<file path="src/rtl/imem_loader_pkg.sv">
// Shared types and defaults for the boot-time instruction memory loader.
// Also holds the byte-lane insert helper used when packing words.
package imem_loader_pkg;

  typedef enum logic [1:0] {
    IDLE = 2'd0,
    RECV = 2'd1,
    DONE = 2'd2,
    ERR  = 2'd3
  } state_t;

  localparam int DEFAULT_DEPTH   = 1000;
  localparam int DEFAULT_ADDR_W  = 10;
  localparam int DEFAULT_TIMEOUT = 1024;

  // Little-endian lane insert: byte idx lands in bits [8*idx+7:8*idx].
  function automatic logic [31:0] pack_byte(input logic [31:0] word,
                                            input logic [1:0]  idx,
                                            input logic [7:0]  data);
    logic [31:0] result;
    result = word;
    result[{idx, 3'b000} +: 8] = data;
    return result;
  endfunction

endpackage

</file>
<file path="src/rtl/imem_loader_if.sv">
// Byte-stream input and imem write port of the loader, bundled together.
// slave is the loader side; master is the byte source / imem side.
interface imem_loader_if
  import imem_loader_pkg::*;
#(
  parameter int ADDR_W = DEFAULT_ADDR_W
);

  logic              byte_valid;
  logic [7:0]        byte_data;
  logic              byte_ready;
  logic              imem_we;
  logic [ADDR_W-1:0] imem_addr;
  logic [31:0]       imem_wdata;

  modport master (
    output byte_valid, byte_data,
    input  byte_ready, imem_we, imem_addr, imem_wdata
  );

  modport slave (
    input  byte_valid, byte_data,
    output byte_ready, imem_we, imem_addr, imem_wdata
  );

endinterface

</file>
<file path="src/rtl/imem_word_packer.sv">
// Collects accepted stream bytes into little-endian 32-bit words and emits
// a one-cycle word_valid pulse the cycle after the fourth byte is taken.
module imem_word_packer
  import imem_loader_pkg::*;
(
  input  logic        clk,
  input  logic        rst_n,
  input  logic        clear,
  input  logic        accept,
  input  logic [7:0]  byte_data,
  output logic        word_valid,
  output logic [31:0] word
);

  logic [1:0]  byte_idx;
  logic [31:0] shift;

  // word is only updated on the fourth byte so it stays stable for the write.
  always_ff @(posedge clk or negedge rst_n) begin
    if (!rst_n) begin
      byte_idx   <= 2'd0;
      shift      <= 32'd0;
      word_valid <= 1'b0;
      word       <= 32'd0;
    end else begin
      word_valid <= accept && !clear && (byte_idx == 2'd3);
      if (clear) begin
        byte_idx <= 2'd0;
        shift    <= 32'd0;
      end else if (accept) begin
        shift    <= pack_byte(shift, byte_idx, byte_data);
        byte_idx <= byte_idx + 2'd1;
        if (byte_idx == 2'd3) begin
          word <= pack_byte(shift, byte_idx, byte_data);
        end
      end
    end
  end

endmodule

</file>
<file path="src/rtl/imem_loader.sv">
// Boot loader: packs a byte stream into words, writes them to consecutive imem
// addresses and keeps the core held until a complete image has been written.
module imem_loader
  import imem_loader_pkg::*;
#(
  parameter int DEPTH   = DEFAULT_DEPTH,
  parameter int ADDR_W  = DEFAULT_ADDR_W,
  parameter int TIMEOUT = DEFAULT_TIMEOUT
) (
  input  logic              clk,
  input  logic              rst_n,
  input  logic              start,
  input  logic              abort,
  input  logic [ADDR_W:0]   len_words,
  imem_loader_if.slave      bus,
  output logic              core_hold,
  output logic              busy,
  output logic              done,
  output logic              err,
  output logic [31:0]       checksum
);

  localparam int TO_W = $clog2(TIMEOUT + 1);
  localparam logic [ADDR_W:0]   ONE_L   = (ADDR_W + 1)'(1);
  localparam logic [ADDR_W:0]   DEPTH_L = (ADDR_W + 1)'(DEPTH);
  localparam logic [TO_W-1:0]   TO_LAST = TO_W'(TIMEOUT - 1);

  state_t            state;
  state_t            next_state;
  logic [ADDR_W:0]   len;
  logic [ADDR_W-1:0] word_idx;
  logic [TO_W-1:0]   idle_cnt;
  logic              accept;
  logic              start_ok;
  logic              write;
  logic              last_word;
  logic              timed_out;
  logic              word_valid;
  logic [31:0]       packed_word;

  assign start_ok  = start && !abort && (state != RECV);
  assign accept    = bus.byte_valid && bus.byte_ready;
  assign write     = word_valid && (state == RECV);
  assign last_word = (({1'b0, word_idx} + ONE_L) == len);
  assign timed_out = !accept && (idle_cnt == TO_LAST);

  imem_word_packer u_packer (
    .clk        (clk),
    .rst_n      (rst_n),
    .clear      (start_ok || abort),
    .accept     (accept),
    .byte_data  (bus.byte_data),
    .word_valid (word_valid),
    .word       (packed_word)
  );

  always_ff @(posedge clk or negedge rst_n) begin
    if (!rst_n) begin
      state <= IDLE;
    end else begin
      state <= next_state;
    end
  end

  always_comb begin
    next_state = state;
    if (abort) begin
      next_state = IDLE;
    end else begin
      case (state)
        RECV: begin
          if (write && last_word) begin
            next_state = DONE;
          end else if (timed_out) begin
            next_state = ERR;
          end
        end
        default: begin
          if (start_ok) begin
            if (len_words == '0) begin
              next_state = DONE;
            end else if (len_words > DEPTH_L) begin
              next_state = ERR;
            end else begin
              next_state = RECV;
            end
          end
        end
      endcase
    end
  end

  // Ready drops during the write cycle so a new word never overlaps a pending one.
  always_comb begin
    busy           = (state == RECV);
    done           = (state == DONE);
    err            = (state == ERR);
    bus.byte_ready = (state == RECV) && !word_valid;
    bus.imem_we    = write;
  end

  assign bus.imem_addr  = word_idx;
  assign bus.imem_wdata = packed_word;

  // word_idx stops at len-1 on the final write so imem_addr never leaves the image.
  always_ff @(posedge clk or negedge rst_n) begin
    if (!rst_n) begin
      len       <= '0;
      word_idx  <= '0;
      idle_cnt  <= '0;
      checksum  <= 32'd0;
      core_hold <= 1'b1;
    end else if (start_ok) begin
      len       <= len_words;
      word_idx  <= '0;
      idle_cnt  <= '0;
      checksum  <= 32'd0;
      core_hold <= 1'b1;
    end else if (state == RECV) begin
      idle_cnt <= accept ? '0 : idle_cnt + TO_W'(1);
      if (write) begin
        checksum <= checksum + packed_word;
        if (last_word) begin
          core_hold <= 1'b0;
        end else begin
          word_idx <= word_idx + ADDR_W'(1);
        end
      end
    end
  end

endmodule

</file>
<file path="src/flat_wrapper.sv">
// flat-port wrapper written by rule: the top's interface ports become plain ports
module imem_loader_flat import imem_loader_pkg::*;
#(
  parameter int DEPTH   = DEFAULT_DEPTH,
  parameter int ADDR_W  = DEFAULT_ADDR_W,
  parameter int TIMEOUT = DEFAULT_TIMEOUT
)
  (clk, rst_n, start, abort, len_words, core_hold, busy, done, err, checksum, bus_byte_valid, bus_byte_data, bus_byte_ready, bus_imem_we, bus_imem_addr, bus_imem_wdata);
  imem_loader_if #(.ADDR_W(ADDR_W)) bus_i ();
  input  logic clk;
  input  logic rst_n;
  input  logic start;
  input  logic abort;
  input  logic [ADDR_W:0] len_words;
  output logic core_hold;
  output logic busy;
  output logic done;
  output logic err;
  output logic [31:0] checksum;
  input wire logic [$bits(bus_i.byte_valid)-1:0] bus_byte_valid;
  input wire logic [$bits(bus_i.byte_data)-1:0] bus_byte_data;
  output wire logic [$bits(bus_i.byte_ready)-1:0] bus_byte_ready;
  output wire logic [$bits(bus_i.imem_we)-1:0] bus_imem_we;
  output wire logic [$bits(bus_i.imem_addr)-1:0] bus_imem_addr;
  output wire logic [$bits(bus_i.imem_wdata)-1:0] bus_imem_wdata;
  assign bus_i.byte_valid = bus_byte_valid;
  assign bus_i.byte_data = bus_byte_data;
  assign bus_byte_ready = bus_i.byte_ready;
  assign bus_imem_we = bus_i.imem_we;
  assign bus_imem_addr = bus_i.imem_addr;
  assign bus_imem_wdata = bus_i.imem_wdata;
  imem_loader #(.DEPTH(DEPTH), .ADDR_W(ADDR_W), .TIMEOUT(TIMEOUT)) u_core (.clk(clk), .rst_n(rst_n), .start(start), .abort(abort), .len_words(len_words), .bus(bus_i), .core_hold(core_hold), .busy(busy), .done(done), .err(err), .checksum(checksum));
endmodule
</file>
<file path="config.mk">
export PLATFORM = sky130hd
export DESIGN_NAME = imem_loader_flat
export DESIGN_NICKNAME = d
export VERILOG_FILES = /design/src/rtl/imem_loader_pkg.sv /design/src/rtl/imem_loader_if.sv /design/src/rtl/imem_word_packer.sv /design/src/rtl/imem_loader.sv /design/src/flat_wrapper.sv
export SDC_FILE = /design/constraint.sdc
export NUM_CORES = 1
export LEC_CHECK = 0
export ABC_AREA = 1
export CAP_MARGIN = 20
export CORE_AREA = 3 3 130 132
export DETAILED_ROUTE_END_ITERATION = 10
export DIE_AREA = 0 0 133 135
export GPL_ROUTABILITY_DRIVEN = 0
export GPL_TIMING_DRIVEN = 1
export PLACE_DENSITY = 0.76
export SYNTH_ARGS = -nofsm -noshare
export SYNTH_HDL_FRONTEND = slang
export SYNTH_HIERARCHICAL = 1
export SYNTH_SLANG_ARGS = --single-unit
</file>
<file path="constraint.sdc">
create_clock -name clk -period 2 [get_ports clk]
set_input_delay 0.5 -clock clk [delete_from_list [all_inputs] [get_ports clk]]
set_output_delay 0.5 -clock clk [all_outputs]
set_load 0.03 [all_outputs]
</file>
== After elaboration in Yosys (flattened, before gate mapping) ==
Index checks and enable logic that the tools add are counted.

* Add/sub/neg operators: 6
* $mul: 0
* Div/mod/pow operators: 0
* $lt $le $gt $ge: 1
* Equality and inequality tests: 9
* Shift operators: 2
* Muxes and demuxes: 26
* Bitwise operators: 1
* Reductions and logical operators: 25

{| class="wikitable"
|+ Operator list
! operator !! number
|-
| 32-bit 2-to-1 mux || 5
|-
| 10-bit 2-to-1 mux || 4
|-
| 11-bit 2-to-1 mux || 3
|-
| 32-bit adder || 1
|-
| 32-bit bitwise mux || 1
|-
| 8-bit by 7-bit variable shift with 32-bit output, first input constant || 1
|-
| 8-bit by 7-bit variable part select with 32-bit output || 1
|-
| 2-bit 2-to-1 mux || 9
|-
| 10-bit by 1-bit adder with 11-bit output, second input constant || 1
|-
| 11-bit by 1-bit adder with 11-bit output, second input constant || 1
|-
| 11-bit by 10-bit == test with 1-bit output, second input constant || 1
|-
| 11-bit == test || 1
|-
| 11-bit by 10-bit greater-than comparator with 1-bit output, second input constant || 1
|-
| 11-bit zero test || 1
|-
| 10-bit by 1-bit adder with 10-bit output, second input constant || 1
|-
| 1-bit logical AND || 9
|-
| 3-bit AND reduction || 3
|-
| 2-bit nonzero test || 4
|-
| 5-bit negation with 7-bit output || 1
|-
| 2-bit == test, second input constant || 3
|-
| 1-bit zero test || 4
|-
| 1-bit 2-to-1 mux || 4
|-
| 2-bit by 1-bit != test with 1-bit output, second input constant || 2
|-
| 4-bit by 2-bit != test with 1-bit output, second input constant || 1
|-
| other kinds (6) || 7
|}

* Flip-flop bits (word level): 134
* Bits in latches: 0
* Memory bits (writable): 0
* Memory bits (read-only): 0
* Input bits: 24
* Output and inout port bits: 80
* Word-level logic and storage cells: 80
* Memories: 0

== Depth between registers and ports, before layout ==
Gate-level depths: netlist (run 1).

* Depth in word-level cells: 9
* Gate-level depth with buffers: 14
* Gate-level depth less buffers: 13

== Cells and area by module ==
Netlist (run 1), hierarchy kept.

{| class="wikitable"
|+ By module, submodules not included
! module !! times used !! cells each !! area an instance (sq um) !! sequential area each (sq um)
|-
| imem_loader || 1 || 788 || 5,165.0 || 1,677.9
|-
| imem_word_packer || 1 || 371 || 2,760.1 || 1,476.4
|}

== Worst setup path after synthesis (run 1) ==
No wires, ideal clock.

* Path kind: flip-flop to flip-flop
* Start point: register u_core.state[1]
* End point: register u_core.u_packer.word[10]
* Setup time: 117 ps
* Arrival time: 2,115 ps
* Data required time: 1,883 ps
* Path slack: -232 ps
* Stages on the path, launching flop included: 15
* Path buffers: 2
* Period minus slack after synthesis: 2,232 ps
* Cells stage by stage: dfrtp_1 > inv_1 > nand2_1 > inv_1 > nor2_1 > clkinv_1 > clkbuf_1 > nand2_1 > nor2_4 > inv_2 > nor2_8 > inv_2 > buf_2 > nand2_1 > nand2_1

* Elaborated cells on any way between the ends: 8
* Classes of those cells: eq/ne (2); bitwise (1); reduce/logical (5)

{| class="wikitable"
|+ RTL lines
! item !! RTL line !! RTL
|-
| start: declaration || imem_loader.sv:28 || <nowiki>state_t state;</nowiki>
|-
| start signal: assignment || imem_loader.sv:61 || <nowiki>state <= next_state;</nowiki>
|-
| 2-bit by 1-bit == test with 1-bit output || - ||
|-
| via busy || flat_wrapper.sv:16 || <nowiki>output logic busy;</nowiki>
|-
| 1-bit logical AND || imem_loader.sv:98 || <nowiki>bus.byte_ready = (state == RECV) && !word_valid;</nowiki>
|-
| 1-bit logical AND || imem_loader.sv:42 || <nowiki>assign accept = bus.byte_valid && bus.byte_ready;</nowiki>
|-
| 3-bit AND reduction (no source line) || - ||
|-
| end signal: assignment || imem_word_packer.sv:34 || <nowiki>word <= pack_byte(shift, byte_idx, byte_data);</nowiki>
|-
| end: declaration || imem_word_packer.sv:12 || <nowiki>output logic [31:0] word</nowiki>
|}

The timed path passes the listed nets, and every way through them passes these cells.
A chain may end at the register's enable or synchronous reset.

== Final worst setup path (run 1) ==
* Start point: register u_core.word_idx[1], in the netlist u_core/bus.imem_addr[1]
* End point: register u_core.word_idx[4], in the netlist u_core/bus.imem_addr[4]

* Longest elaborated chain between the ends: 5
* Elaborated cells on any way between the ends: 9
* Classes of those cells: add/sub (2); eq/ne (2); mux (4); reduce/logical (1)

{| class="wikitable"
|+ Ends and longest elaborated chain
! item !! RTL line !! RTL
|-
| start: declaration || imem_loader.sv:31 || <nowiki>logic [ADDR_W-1:0] word_idx;</nowiki>
|-
| start signal: assignment || imem_loader.sv:126 || <nowiki>word_idx <= word_idx + ADDR_W'(1);</nowiki>
|-
| parallel branches: the longest is 5 deep, another holds 10-bit by 1-bit adder with 11-bit output || - ||
|}

Parallel ways; which one is timed is not known. The select of a mux whose other input is x is not followed.

==> impl_metrics.ini, run 1 <==
[setup_path]
cp-start-kind = flop
crit_type = flop to flop
crit_family = simple AND/OR/NAND/NOR gates
worst-path-stages = 11
crit_required_ns = 2.36
reg2reg_to = u_core/bus.imem_addr[4]$_DFFE_PN0P_
crit_path_end = u_core/bus.imem_addr[4]$_DFFE_PN0P_
r2r_start = u_core/bus.imem_addr[1]$_DFFE_PN0P_
cp.arrival_ns = 2.49
slowest_delay_ns = 0.41
worstPathCellList = buf_6 > nand3_1 > o21ai_1 > nand3_1 > nand2_1 > nand3_1 > nor2_4 > nand2_8 > nand2_8 > nand3_2 > nand2_1
cp_slowest_cell = dfrtp_1
cp_common_cell = nand3_1
startpoint = u_core/bus.imem_addr[1]$_DFFE_PN0P_
path_max_fanout = 7
cp-end-kind = flop
cp_num_buf_inv = 1
reg2reg_depth = 11
rrSetupSlack_ns = -0.13

[placed_design]
io_buffers = 103
post-dp-hpwl_mm = 18.15
placed_area_um2 = 9754

[clock_network]
clkSinkCount = 126
clock_latency_ns = 0.42
clk_pin_slew_ns = 0.06
cts_buffers = 17
htreeDepth = 4
ctsLongestPathBuffers = 2
root_buffer = clkbuf_16
cts_tree = built
cts-hold-fix-buffers = 0

[synthesis]
ys_seq_elements = 126
synthMuxAreaShare_pct = 0
postSynth.asyncResetShare_pct = 100.0
synth_cells = 1159
yosys.area.top_type = dfrtp_1
ys.warnings.count = 6
yosys.area_share.adder_pct = 6.252
synth.distinct_cells = 42
ys.flop_type = dfrtp_1
synthesis.area_um2 = 7925
synth_top_area_share_pct = 39.47
synth_top_family_by_area = simple AND/OR/NAND/NOR gates
synth_edf_count = 0
syn_area_per_cell_um2 = 6.838
synthXorXnorAreaFrac_pct = 0.5526
synth.yosys.seq_area_share_pct = 39.80
synthTopCellsByArea = dfrtp_1 (39%), nand2_1 (23%), nand3_1 (6.6%)
syn_nets = 1222
synth_compound_area_share_pct = 9.046
yosys.area_share.simple_pct = 37.99

[routing]
vias_per_cell = 5.522
drcViolationCount = 0
initialDrtViolationCount = 1082
wl_per_cell_um = 16.10
ant_nets = 0
vias = 8691
routed_wl_mm = 25.34
first_pass_iters = 6

[sta]
holdWs_ns = -0.0005459
slew_viol_final = 0
period_minus_slack_ns = 2.132
max_freq_mhz = 469.1
skew_ns = 0.006001
max_slew.worst_pin.slew_ns = 0.5179
rsz0062_at_grt = yes
tns_ns = -1.340
slew_headroom_pct = 65.34
setup_violations = 13
final_hold_viol_count = 2
finalCritPeriodShare_pct = 106.6
setup_slack_ns = -0.1318

[cells_and_area]
layout.nets = 1409
fin_area_um2 = 11020
most-common-layout-cells = nand2_1 (473), dfrtp_1 (116), inv_1 (96)
post-route-util_pct = 69.62
num-fill-cells = 1248
syn_to_final_growth_pct = 39.04
diodes = 0
drive_above_1_share_pct = 19.00
final_common_cell = nand2_1

[die]
core_um2 = 15830
chipWidth_um = 133
die_area_um2 = 17960
start_util_pct = 50.07
rows = 46
die-height_um = 135
ios = 104

[power]
p_leak_nw = 5.959
power_density_nw_per_um2 = 625.6
ir_drop_v = 0.0005943
p_total_mw = 6.894

[grt]
grt_max_degree = 51
grt_pass1_wl_mm = 38.87
grt.overflow.total = 0
grt_pass1_vias = 7993
antenna_found_initial = 0
grtUsageTotal_pct = 26.90

[job]
max-cap-violations = 0

[outcome]
run_status = finished, violations left
violations = hold timing, setup timing

[hold_path]
min_path_type = primary input to asynchronous set/reset pin
-- repair_timing --
item	in CTS	in global routing
endpoints found under the setup margin	85	56
gates cloned	0	2
gates resized for setup	77	148
pin swaps	1	30
endpoints found under the hold margin	0	0
buffers inserted	1	5
-- final cells by class --
cell class,count,area (µm²),area share [%]
Timing Repair Buffer,187,1654,15.01
Clock buffer,19,442.9,4.020
Sequential cell,126,3166,28.73
Inverter,107,405.4,3.679
Multi-Input combinational cell,907,4920,44.65
Clock inverter,12,161.4,1.465
Tap cell,216,270.3,2.453
-- cell usage after synthesis (all sizes together) (5+ instances only) --
library cell and n:
nand4 18, nor3 6, o21ai 60, buf 16, inv 103, nor2 95, a21oi 52, nand2 492
ha 38, nand3 105, dfrtp 125, clkbuf 5
-- worst register-to-register path: cells and delay by family, from the launching register on --
family                 cells  cell delay [ns]
AOI/OAI and AO/OA          1             0.29
DFF                        1             0.41
and+or+nand+nor            9             1.24
buffers and inverters      1             0.13
-- cells by family after synthesis --
logic type      Yosys count
xor+xnor                  5
simple gates            729
fa+ha+maj                39
flops                   126
compound gates          132
buf+inv                 128
-- report_power, final --
part	internal (mW)	switching, mW	total, mW
sequential	2.66	0.102	2.77
clock	1.99	1.18	3.18
combinational	0.363	0.588	0.951
total	5.02	1.87	6.89
-- state kept, by name, summed over array words and instances, names as in the netlist --
register,cells
u_core/idle_cnt,11
u_core/checksum,32
u_core/u_packer/shift,24
u_core/u_packer/byte_idx,2
u_core/len,11
u_core/u_packer/word_valid,1
u_core/u_packer/word,32
u_core/bus.imem_addr,10
u_core/state,2
u_core/core_hold,1
-- through the flow --
stage / worst slack, ns / std cells
floorplan: 0.007257 / 1159
global placement: -0.1780 / 1535
detailed placement: -0.2521 / 1535
CTS: 0.0008475 / 1567
global route: -0.1584 / 1574
finish: -0.1318 / 1574
-- layer usage --
metal	up-vias	GRT usage (%)	wire, µm
met3	78	4.769	1906
met1	4078	36.77	10830
met2	404	43.00	11840
li1	4131	-	-
met5	-	0	0
met4	0	10.05	765
-- worst min-delay path by stage --
stage / slack [ns] / to / cells past startpoint / start
after floorplan: 0.20 / u_core/bus.imem_addr[0]$_DFFE_PN0P_ / 0 / rst_n
after global placement: 0.44 / u_core/len[9]$_DFFE_PN0P_ / 1 / rst_n
after detailed placement: 0.44 / u_core/len[9]$_DFFE_PN0P_ / 1 / rst_n
after CTS: 0.005 / u_core/u_packer/word_valid$_DFF_PN0_ / 1 / rst_n
after global routing: 0.005 / u_core/u_packer/word_valid$_DFF_PN0_ / 1 / rst_n
final: -0.0005 / u_core/len[9]$_DFFE_PN0P_ / 1 / rst_n
Power figures use the tool's default switching activity.
==> run 2, diff against run 1 <==
- CORE_AREA: 3 3 130 132 -> 3 3 167 169
- DIE_AREA: 0 0 133 135 -> 0 0 170 172
- PLACE_DENSITY: 0.76 -> unset
==> run 2 against run 1 <==
Effect of this change:
- the flow now finishes without violations
- design area up 2.2%
- worst setup slack better by 0.15 ns
- clock skew up 0.0039 ns
- combinational power about the same
- register-to-register slack better by 0.17 ns
- critical path depth down 9
- non-clock buffer count up 36
- utilization down 27 points
- count of clock-buffer cells in the layout down 2
- highest routed layer unchanged
- fmax up 7.8%
- clock power about the same
- power down 0.44%
==> impl_metrics.ini, run 2 (synthesized netlist as in run 1, its figures left out) <==
[sta]
tns_ns = 0
rsz0062_at_grt = yes
final_hold_viol_count = 0
setup_violations = 0
slew_viol_final = 0
setup_slack_ns = 0.02207
finalCritPeriodShare_pct = 98.90
max_freq_mhz = 505.6
skew_ns = 0.009900
period_minus_slack_ns = 1.978
max_slew.worst_pin.slew_ns = 0.5011
holdWs_ns = 0.4609
slew_headroom_pct = 66.47

[routing]
wl_per_cell_um = 15.14
drcViolationCount = 0
first_pass_iters = 7
vias = 8303
ant_nets = 0
initialDrtViolationCount = 663
routed_wl_mm = 26.26
vias_per_cell = 4.788

[setup_path]
reg2reg_depth = 12
cp-start-kind = flop
crit_family = buffers and inverters
rrSetupSlack_ns = 0.04
cp.arrival_ns = 1.48
r2r_start = u_core/checksum[1]$_DFFE_PN0P_
reg2reg_to = u_core/checksum[21]$_DFFE_PN0P_
cp_num_buf_inv = 2
cp-end-kind = output pin
path_max_fanout = 2
slowest_delay_ns = 0.46
crit_type = flop to output pin
cp_slowest_cell = dfrtp_1
crit_required_ns = 1.50
worstPathCellList = buf_4 > dlygate4sd2_1

[cells_and_area]
syn_to_final_growth_pct = 42.17
most-common-layout-cells = nand2_1 (472), buf_4 (115), dfrtp_1 (114)
layout.nets = 1443
num-fill-cells = 2734
reg_top3 = u_core/checksum: 32 flops, u_core/u_packer/word: 32 flops, u_core/u_packer/shift: 24 flops
instances_no_fill = 1734
final_common_cell = nand2_1
diodes = 0
drive_above_1_share_pct = 20.46

[placed_design]
preCtsSetupSlack_ns = -0.2717
dp.cells = 1693
post-dp-hpwl_mm = 19.93
io_buffers = 103

[grt]
grt_max_degree = 53
grt.overflow.total = 0
grt_pass1_vias = 7708
grtUsageTotal_pct = 17.64
grt_pass1_wl_mm = 40.55
antenna_found_initial = 1

[power]
power_density_nw_per_um2 = 609.1
ir_drop_v = 0.0006075
p_leak_nw = 6.019

[clock_network]
clk_pin_slew_ns = 0.07
clock_latency_ns = 0.43
cts_buffers = 17
htreeDepth = 4
ctsLongestPathBuffers = 2
clkSinkCount = 126
root_buffer = clkbuf_16
cts_tree = built

[die]
die_area_um2 = 29240
rows = 60
core_um2 = 26730
chipWidth_um = 170
start_util_pct = 29.65
ios = 104
die-height_um = 172

[outcome]
run_status = completed

[hold_path]
min_path_type = primary input to asynchronous set/reset pin

[job]
max-cap-violations = 0
## run 2: repair_timing
item	CTS	global route
buffers inserted	2	6
pin swaps	1	11
hold endpoints to repair	7	0
resized for setup	92	120
setup endpoints to repair	96	74
hold buffers	1	0
## run 2: area by class of cell
cell class	count	area [µm²]	area share, %
timing repair buffer	223	1907	16.92
multi-input combinational	905	4766	42.30
inverter	107	407.9	3.620
clock inverter	15	166.4	1.477
clock buffer	17	425.4	3.776
sequential	126	3168	28.12
tap	341	426.7	3.787
## run 2: report_power, final
group / total, mW / internal (mW) / switching [mW]
registers: 2.76 / 2.66 / 0.100
clock network: 3.15 / 1.78 / 1.37
logic: 0.953 / 0.387 / 0.567
## run 2: worst register-to-register path: cells and delay by family, from the launching register on
kind                       cells  cell delay [ns]
and+or+nand+nor               10             0.99
DFF                            1             0.44
adders and majority gates      1             0.32
AOI/OAI and AO/OA              1             0.13
## run 2: routing by layer
layer	part of all wire (%)	routed length (µm)	up-vias	global-route usage [%]
met3	4.9	1277	40	2.332
met2	47	12470	231	28.74
met5	0	0	-	0
li1	-	-	4199	-
met1	46	11950	3833	24.34
met4	2.1	558	0	5.926
## run 2: through the flow
step,total power [mW],util (%),area (µm²)
finish,6.863,42.16,11270
global route,7.165,42.16,11270
CTS,6.850,40.24,10760
detailed placement,3.694,38.10,10180
global placement,3.684,38.10,10180
floorplan,3.262,-,7943
## run 2: worst max path at each step
stage                                         startpoint                              endpoint  slack, ns  cells past startpoint
detailed placement                                 abort   u_core/u_packer/word[2]$_DFFE_PN0P_      -0.27                     12
global placement                                   abort  u_core/u_packer/word[18]$_DFFE_PN0P_      -0.20                     12
CTS                  u_core/u_packer/word[2]$_DFFE_PN0P_       u_core/checksum[21]$_DFFE_PN0P_      0.005                     12
floorplan                 u_core/checksum[0]$_DFFE_PN0P_        u_core/checksum[4]$_DFFE_PN0P_      0.007                      7
global route         u_core/u_packer/word[5]$_DFFE_PN0P_       u_core/checksum[23]$_DFFE_PN0P_      -0.04                     12
finish              u_core/u_packer/word[24]$_DFFE_PN0P_                    bus_imem_wdata[24]       0.02                      2
==> run 3, diff against run 2 <==
- CORE_AREA: 3 3 167 169 -> 4 4 168 170
- DIE_AREA: 0 0 170 172 -> 0 0 172 174
==> run 3 against run 2 <==
Effect of this change:
- count of clock-buffer cells in the layout is 1 higher
- largest cell class unchanged
- utilization rose by 0.42 points
- hold slack better by 0.0014 ns
- sequential share of layout area fell by 0.32 points
==> impl_metrics.ini, run 3 (synthesized netlist as in run 1, its figures left out) <==
[outcome]
run_status = completed

[power]
p_leak_nw = 6.034
power_density_nw_per_um2 = 593.6
ir_drop_v = 0.0005507

[routing]
wl_per_cell_um = 15.38
first_pass_iters = 5
ant_nets = 0
drcViolationCount = 0
routed_wl_mm = 26.69
vias = 8511
vias_per_cell = 4.905
initialDrtViolationCount = 656

[die]
start_util_pct = 29.65
ios = 104
chipWidth_um = 172
rows = 60
core_um2 = 26730
die-height_um = 174
die_area_um2 = 29930

[sta]
max_freq_mhz = 502.6
max_slew.worst_pin.slew_ns = 0.5471
final_hold_viol_count = 0
setup_violations = 0
skew_ns = 0.01540
setup_slack_ns = 0.01021
finalCritPeriodShare_pct = 99.49
holdWs_ns = 0.4623
slew_viol_final = 0
slew_headroom_pct = 63.39
period_minus_slack_ns = 1.990
rsz0062_at_grt = yes

[cells_and_area]
drive_above_1_share_pct = 21.09
post-route-util_pct = 42.58
final_common_cell = nand2_1
syn_to_final_growth_pct = 43.59
instances_no_fill = 1735
reg_top3 = u_core/checksum: 32 flops, u_core/u_packer/word: 32 flops, u_core/u_packer/shift: 24 flops
most-common-layout-cells = nand2_1 (466), dfrtp_1 (118), buf_4 (115)
diodes = 0
layout.nets = 1444

[grt]
grtUsageTotal_pct = 16.99
antenna_found_initial = 0
grt_pass1_wl_mm = 40.51
grt_max_degree = 62
grt_pass1_vias = 7777
grt.overflow.total = 0

[job]
max-cap-violations = 0

[clock_network]
ctsLongestPathBuffers = 2
root_buffer = clkbuf_16
htreeDepth = 4
clk_pin_slew_ns = 0.06
clkSinkCount = 126
cts_buffers = 17
clock_latency_ns = 0.43
cts_tree = built

[setup_path]
cp.arrival_ns = 1.49
crit_type = flop to output pin
rrSetupSlack_ns = 0.04
path_max_fanout = 2
crit_required_ns = 1.50
cp-end-kind = output pin
cp-start-kind = flop

[placed_design]
io_buffers = 103
post-dp-hpwl_mm = 19.91
preCtsSetupSlack_ns = -0.2686
dp.cells = 1690

[hold_path]
min_path_type = flop to flop
[run 3: changes by cell type in the layout (fill, tap and decap cells not counted), sizes merged]
cell,delta
buf,-1
clkbuf,+1
clkinv,+2
clkinvlp,+1
dlygate4sd2,-2
dlymetal6s2s,+2
inv,-4
nand2,+2
[run 3: path summary, 6_finish.rpt]
kind	start	end	depth (start not counted)
min in group asynchronous	rst_n	u_core/checksum[22]$_DFFE_PN0P_	2
worst min register to register	u_core/core_hold$_DFFE_PN1P_	u_core/core_hold$_DFFE_PN1P_	2
worst max-delay path	u_core/u_packer/word[26]$_DFFE_PN0P_	bus_imem_wdata[26]	2
max in group asynchronous	rst_n	u_core/core_hold$_DFFE_PN1P_	3
worst max register to register	u_core/u_packer/word[9]$_DFFE_PN0P_	u_core/checksum[30]$_DFFE_PN0P_	9
worst min-delay path	u_core/core_hold$_DFFE_PN1P_	u_core/core_hold$_DFFE_PN1P_	2
[run 3: final cells by class]
class                      instances  area, µm²
fill                            2700      15350
multi-input combinational        907       4927
sequential                       126       3163
timing repair buffer             222       1894
clock buffer                      18      429.2
tap                              341      426.7
inverter                         107      405.4
clock inverter                    14      133.9
[run 3: per-layer routing]
layer | routed length (µm) | part of all wire, % | global-route usage, % | vias to the layer above
li1 | - | - | - | 4205
met2 | 12710 | 48 | 27.54 | 243
met5 | 0 | 0 | 0 | -
met1 | 12070 | 45 | 23.28 | 4012
met3 | 1303 | 4.9 | 2.547 | 51
met4 | 605 | 2.3 | 5.437 | 0
[run 3: what timing repair did]
action                                  in CTS  in global routing
setup buffers                                1                  9
hold buffers                                 1                  0
cloned                                       0                  2
hold endpoints to repair                    11                  0
endpoints found under the setup margin      95                 43
resized for setup                           87                138
pin swaps                                    1                 31
[run 3: through the flow]
step / setup TNS, ns / total power [mW] / instance area [µm²]
floorplan: 0 / 3.262 / 7943
global placement: -7.542 / 3.682 / 10150
detailed placement: -8.970 / 3.699 / 10150
CTS: 0 / 6.708 / 10670
global route: -0.7546 / 7.047 / 11380
finish: 0 / 6.755 / 11380
[run 3: critical path, cell delays in order, from the launching register on]
cell and delay (ns):
dfrtp_1 0.47, buf_4 0.19, dlygate4sd2_1 0.40
[run 3: where the power goes]
group	leakage [nW]	internal [mW]	switching [mW]
registers	1.70	2.66	0.110
clock network	0.272	1.73	1.28
logic	4.06	0.385	0.585
==> RTL edit 1, RTL diff (flow settings as in run 2) <==
Change the package constant `DEFAULT_TIMEOUT` from 1024 to 2048.
--- a/src/rtl/imem_loader_pkg.sv
+++ b/src/rtl/imem_loader_pkg.sv
@@ -11,7 +11,7 @@
 
   localparam int DEFAULT_DEPTH   = 1000;
   localparam int DEFAULT_ADDR_W  = 10;
-  localparam int DEFAULT_TIMEOUT = 1024;
+  localparam int DEFAULT_TIMEOUT = 2048;
 
   // Little-endian lane insert: byte idx lands in bits [8*idx+7:8*idx].
   function automatic logic [31:0] pack_byte(input logic [31:0] word,
Formal check against the unedited RTL: same outputs for any inputs over 4 cycles, from zero or initial values and one cycle with rst_n low; that may be too few to reach the edited logic, so the function may still have changed.
==> RTL edit 1 against run 2 <==
Power rose by 5.3%. Clock skew rose by 4.8 ps. Die area did not move. The run now ends with negative setup slack left. Area after synthesis rose by 1.1%. Sequential cell count rose by 1. Hold slack got worse by 440 ps. Highest routed layer unchanged. Largest power group unchanged. Wire length rose by 3.5%. Synthesized cell count rose by 1.2%. Via count rose by 3.9%. Setup slack got worse by 83 ps. Cell area rose by 3.8%.
==> RTL edit 1: results <==
[sta]
setup_tns_ps = -577
fin_ws_ps = -61.1
clock_skew_ps = 14.7
finalSetupViolations = 14
max_slew_margin_pct = 69.2

[worst_setup_path]
r2r_cells = 14
crit_family = simple AND/OR/NAND/NOR gates
r2r_start = u_core/bus.imem_addr[1]
path_class = reg2reg
critPathMaxStageDelay_ps = 430
worstReg2RegEnd = u_core/bus.imem_addr[9]
timing.critical_path.arrival_ps = 2430
critPathSlowestCell = dfrtp_1
path_max_fanout = 7

[clocking]
h-tree-depth = 4
cts.clk_slew.worst_paths_ps = 70
clock_path_buffers = 2
clk_latency_ps = 430
cts_buffers = 17
ctsRootBufferMaster = clkbuf_16

[final_layout]
nFillCells = 2711
n_antenna_cell = 0
reg_top3 = u_core/checksum x32, u_core/u_packer/word x32, u_core/u_packer/shift x24
drive_gt1_share_pct = 23.3
nNetsFinal = 1488

[status]
violations = negative setup slack
outcome = finished with violations

[route]
drt_iter0_markers = 687
routedWlPerCell_um = 15.3
first_pass_iters = 6
num_vias = 8626

[yosys]
syn-num-nets = 1236
yosys-top-cells-count = nand2_1 (499), dfrtp_1 (126), nor2_1 (103)
synthMuxAreaShare_pct = 0
synth_xor_area_share_pct = 0.437
yosys_warnings = 6
yosysSeqAreaShare_pct = 39.7
yosys-top-cells-area = dfrtp_1 (39%), nand2_1 (23%), ha_1 (5.9%)
synth_cell_types = 40
synth-async-reset-ratio_pct = 100
ys.flop_type = dfrtp_1
synth_compound_area_share_pct = 8.70
synth_adder_area_share_pct = 6.18

[grt]
antenna_found_initial = 0
grtUsageTotal_pct = 18.2
grt_pass1_vias = 8286
grt_max_degree = 37
grt_pass1_wl_um = 42500
grt_overflow_total = 0

[place]
dp_hpwl_um = 20500
port_buffers = 103
place_ws_ps = -325
dpl_cell_area_sq_mm = 0.0105

[power_and_ir_drop]
ir_worst_vdd_mv = 0.600
p_leak_nw = 6.13

[worst_hold_path]
hold_path.class = in2async
==> RTL edit 1: through the flow <==
| stage | hold WS, ps | std cells | total power [mW] |
|---|---|---|---|
| after global routing | 48.9 | 1779 | 7.57 |
| after CTS | 31.0 | 1775 | 7.21 |
| after detailed placement | 466 | 1739 | 4.09 |
| final | 25.8 | 1779 | 7.22 |
| after floorplan | 204 | 1173 | 3.53 |
| after global placement | 461 | 1739 | 4.08 |
==> RTL edit 1: area by class of cell <==
type | count | area [sq um] | area share, %
Inverter | 102 | 395 | 3.38
Timing Repair Buffer | 253 | 2140 | 18.3
Clock buffer | 18 | 439 | 3.75
Multi-Input combinational cell | 924 | 4970 | 42.5
Sequential cell | 127 | 3190 | 27.3
Tap cell | 341 | 427 | 3.65
Clock inverter | 14 | 135 | 1.16
==> RTL edit 1: repair_timing <==
item                       CTS  global route
setup buffers                3             4
gates resized for setup    107           137
pin swaps                    8            38
cloned                       1             0
setup endpoints to repair  103            72
hold buffers                 0             0
==> RTL edit 1: where the power goes <==
| part | internal [mW] | switching [mW] | leakage [nW] |
|---|---|---|---|
| logic | 0.547 | 0.792 | 4.15 |
| clock network | 1.76 | 1.31 | 0.251 |
| registers | 2.70 | 0.123 | 1.73 |
==> RTL edit 1: cell families after synthesis <==
group / after synthesis
flops: 127
simple gates: 751
fa+ha+maj: 39
compound gates: 129
xor+xnor: 4
buf+inv: 123
==> RTL edit 1: metal layers <==
layer	vias up	GRT usage, %	part of all wire [%]
met5	-	0	0
met4	0	5.04	1.7
met3	31	3.18	5.4
met2	250	30.1	47
met1	4051	24.8	46
li1	4294	-	-
==> RTL edit 2, RTL diff (config.mk and constraints of run 2) <==
Without the edit above. Reset style: synchronous (`rst_n`), changed in 3 clocked blocks.
--- a/src/rtl/imem_word_packer.sv
+++ b/src/rtl/imem_word_packer.sv
@@ -16,7 +16,7 @@
   logic [31:0] shift;
 
   // word is only updated on the fourth byte so it stays stable for the write.
-  always_ff @(posedge clk or negedge rst_n) begin
+  always_ff @(posedge clk) begin
     if (!rst_n) begin
       byte_idx   <= 2'd0;
       shift      <= 32'd0;
--- a/src/rtl/imem_loader.sv
+++ b/src/rtl/imem_loader.sv
@@ -54,7 +54,7 @@
     .word       (packed_word)
   );
 
-  always_ff @(posedge clk or negedge rst_n) begin
+  always_ff @(posedge clk) begin
     if (!rst_n) begin
       state <= IDLE;
     end else begin
@@ -103,7 +103,7 @@
   assign bus.imem_wdata = packed_word;
 
   // word_idx stops at len-1 on the final write so imem_addr never leaves the image.
-  always_ff @(posedge clk or negedge rst_n) begin
+  always_ff @(posedge clk) begin
     if (!rst_n) begin
       len       <= '0;
       word_idx  <= '0;
Function: differs if rst_n is asserted again (counterexample within 4 cycles, from zero or initial values and one cycle with rst_n low); with rst_n held inactive, the same outputs for 4 cycles.
==> RTL edit 2 against run 2 <==
Cell count is 4.7% higher. Register-to-register slack worse by 110 ps. Count of clock-buffer cells in the layout stayed put. Critical endpoint is now u_core/bus.imem_addr[0]. Die area stayed put. Setup slack worse by 93 ps. Cell area is 2.8% higher. Area after synthesis is 0.21% higher. Clock skew hardly changed. First-iteration DRC count is 25% lower. Largest cell class unchanged. Wire length is 1.3% lower. Global-route usage is 0.63 points lower. Sequential cell count stayed put. The run now ends with negative setup slack left.
Power is not compared: it rests on default switching activity, and its combinational part moved more than twofold at a synthesized area within 25%.
==> RTL edit 2: results <==
[status]
outcome = finished with violations
violations = negative setup slack

[power_and_ir_drop]
p_per_area_mw_per_mm2 = 526
pg_comb_uw = 359
p_leak_nw = 5.51

[route]
met1_length_um = 12000
num_vias = 8656
drt_iter0_markers = 497
top_layer_used = met4
wl_met3_um = 1150
met2WireLength_um = 12300
first_pass_iters = 5
wirelength_um = 25900

[clocking]
ctsRootBufferMaster = clkbuf_16
post_cts_buffers = 5
cts_resized = 99
h-tree-depth = 4
clock_path_buffers = 2

[grt]
grt_max_degree = 35
grt_pass1_vias = 7909
globalRouteMet2Util_pct = 28.8
grt_pass1_wl_um = 39700
grt_use_met3_pct = 2.70
grtUsageTotal_pct = 17.0
antenna_found_initial = 0
met1_usage_pct = 22.6

[worst_setup_path]
critPathMaxStageDelay_ps = 360
cp-startpoint = u_core/bus.imem_addr[0]
crit_family = simple AND/OR/NAND/NOR gates
critPathSlowestCell = dfxtp_2
path_max_fanout = 8
timing.critical_path.arrival_ps = 2380

[final_layout]
nNetsFinal = 1524
n_antenna_cell = 0
drive_gt1_share_pct = 25.1
instances_no_fill = 1815

[sta]
setup_tns_ps = -612
max_slew_margin_pct = 63.0
finalSetupViolations = 14
fin_ws_ps = -71.4
clock_skew_ps = 9.72
hold_slack_ps = 477

[yosys]
synth_xor_area_share_pct = 1.54
syn_avg_cell_area_sq_um = 6.37
yosys_warnings = 6
yosys-top-cells-area = dfxtp_1 (32%), nand2_1 (13%), nor2_1 (8.3%)
synth_compound_area_share_pct = 14.3
synth_cell_types = 43
yosysSeqAreaShare_pct = 31.8
yosys-top-cells-count = nand2_1 (268), nor2_1 (176), inv_1 (172)
ys.flop_type = dfxtp_1
syn-num-nets = 1309
synth-async-reset-ratio_pct = 0
synth_adder_area_share_pct = 6.24

[place]
dp_hpwl_um = 19300
place_inst = 1762

[worst_hold_path]
hold_path.class = reg2reg
-- RTL edit 2: logic make-up after synthesis --
kind of cell               after synthesis
AOI/OAI and AO/OA                      202
xor gates and xnor gates                14
adders and majority gates               39
buffers and inverters                  218
DFF                                    126
and+or+nand+nor                        647
-- RTL edit 2: area by class of cell --
class                   instances  area (sq um)
multi-input cells             903          5290
flip-flops and latches        126          2560
repair buffers                233          2020
fillers                      2677         15100
clock buffers                  17           425
well taps                     341           427
inverters                     180           682
clock inverters                15           174
-- RTL edit 2: metrics by stage --
step           utilization (%)  setup slack [ps]  area, sq um
6_report                  43.3             -71.4        11600
5_1_grt                   43.3              -206        11600
4_1_cts                   40.3             -12.7        10800
3_5_place_dp              37.9              -227        10100
3_3_place_gp              37.9              -219        10100
2_1_floorplan                -             -26.5         7960
-- RTL edit 2: worst paths after layout --
check                             to  cells after the start
max          u_core/bus.imem_addr[0]                     12
min                 u_core/core_hold                      2
max reg2reg  u_core/bus.imem_addr[0]                     12
min reg2reg         u_core/core_hold                      2
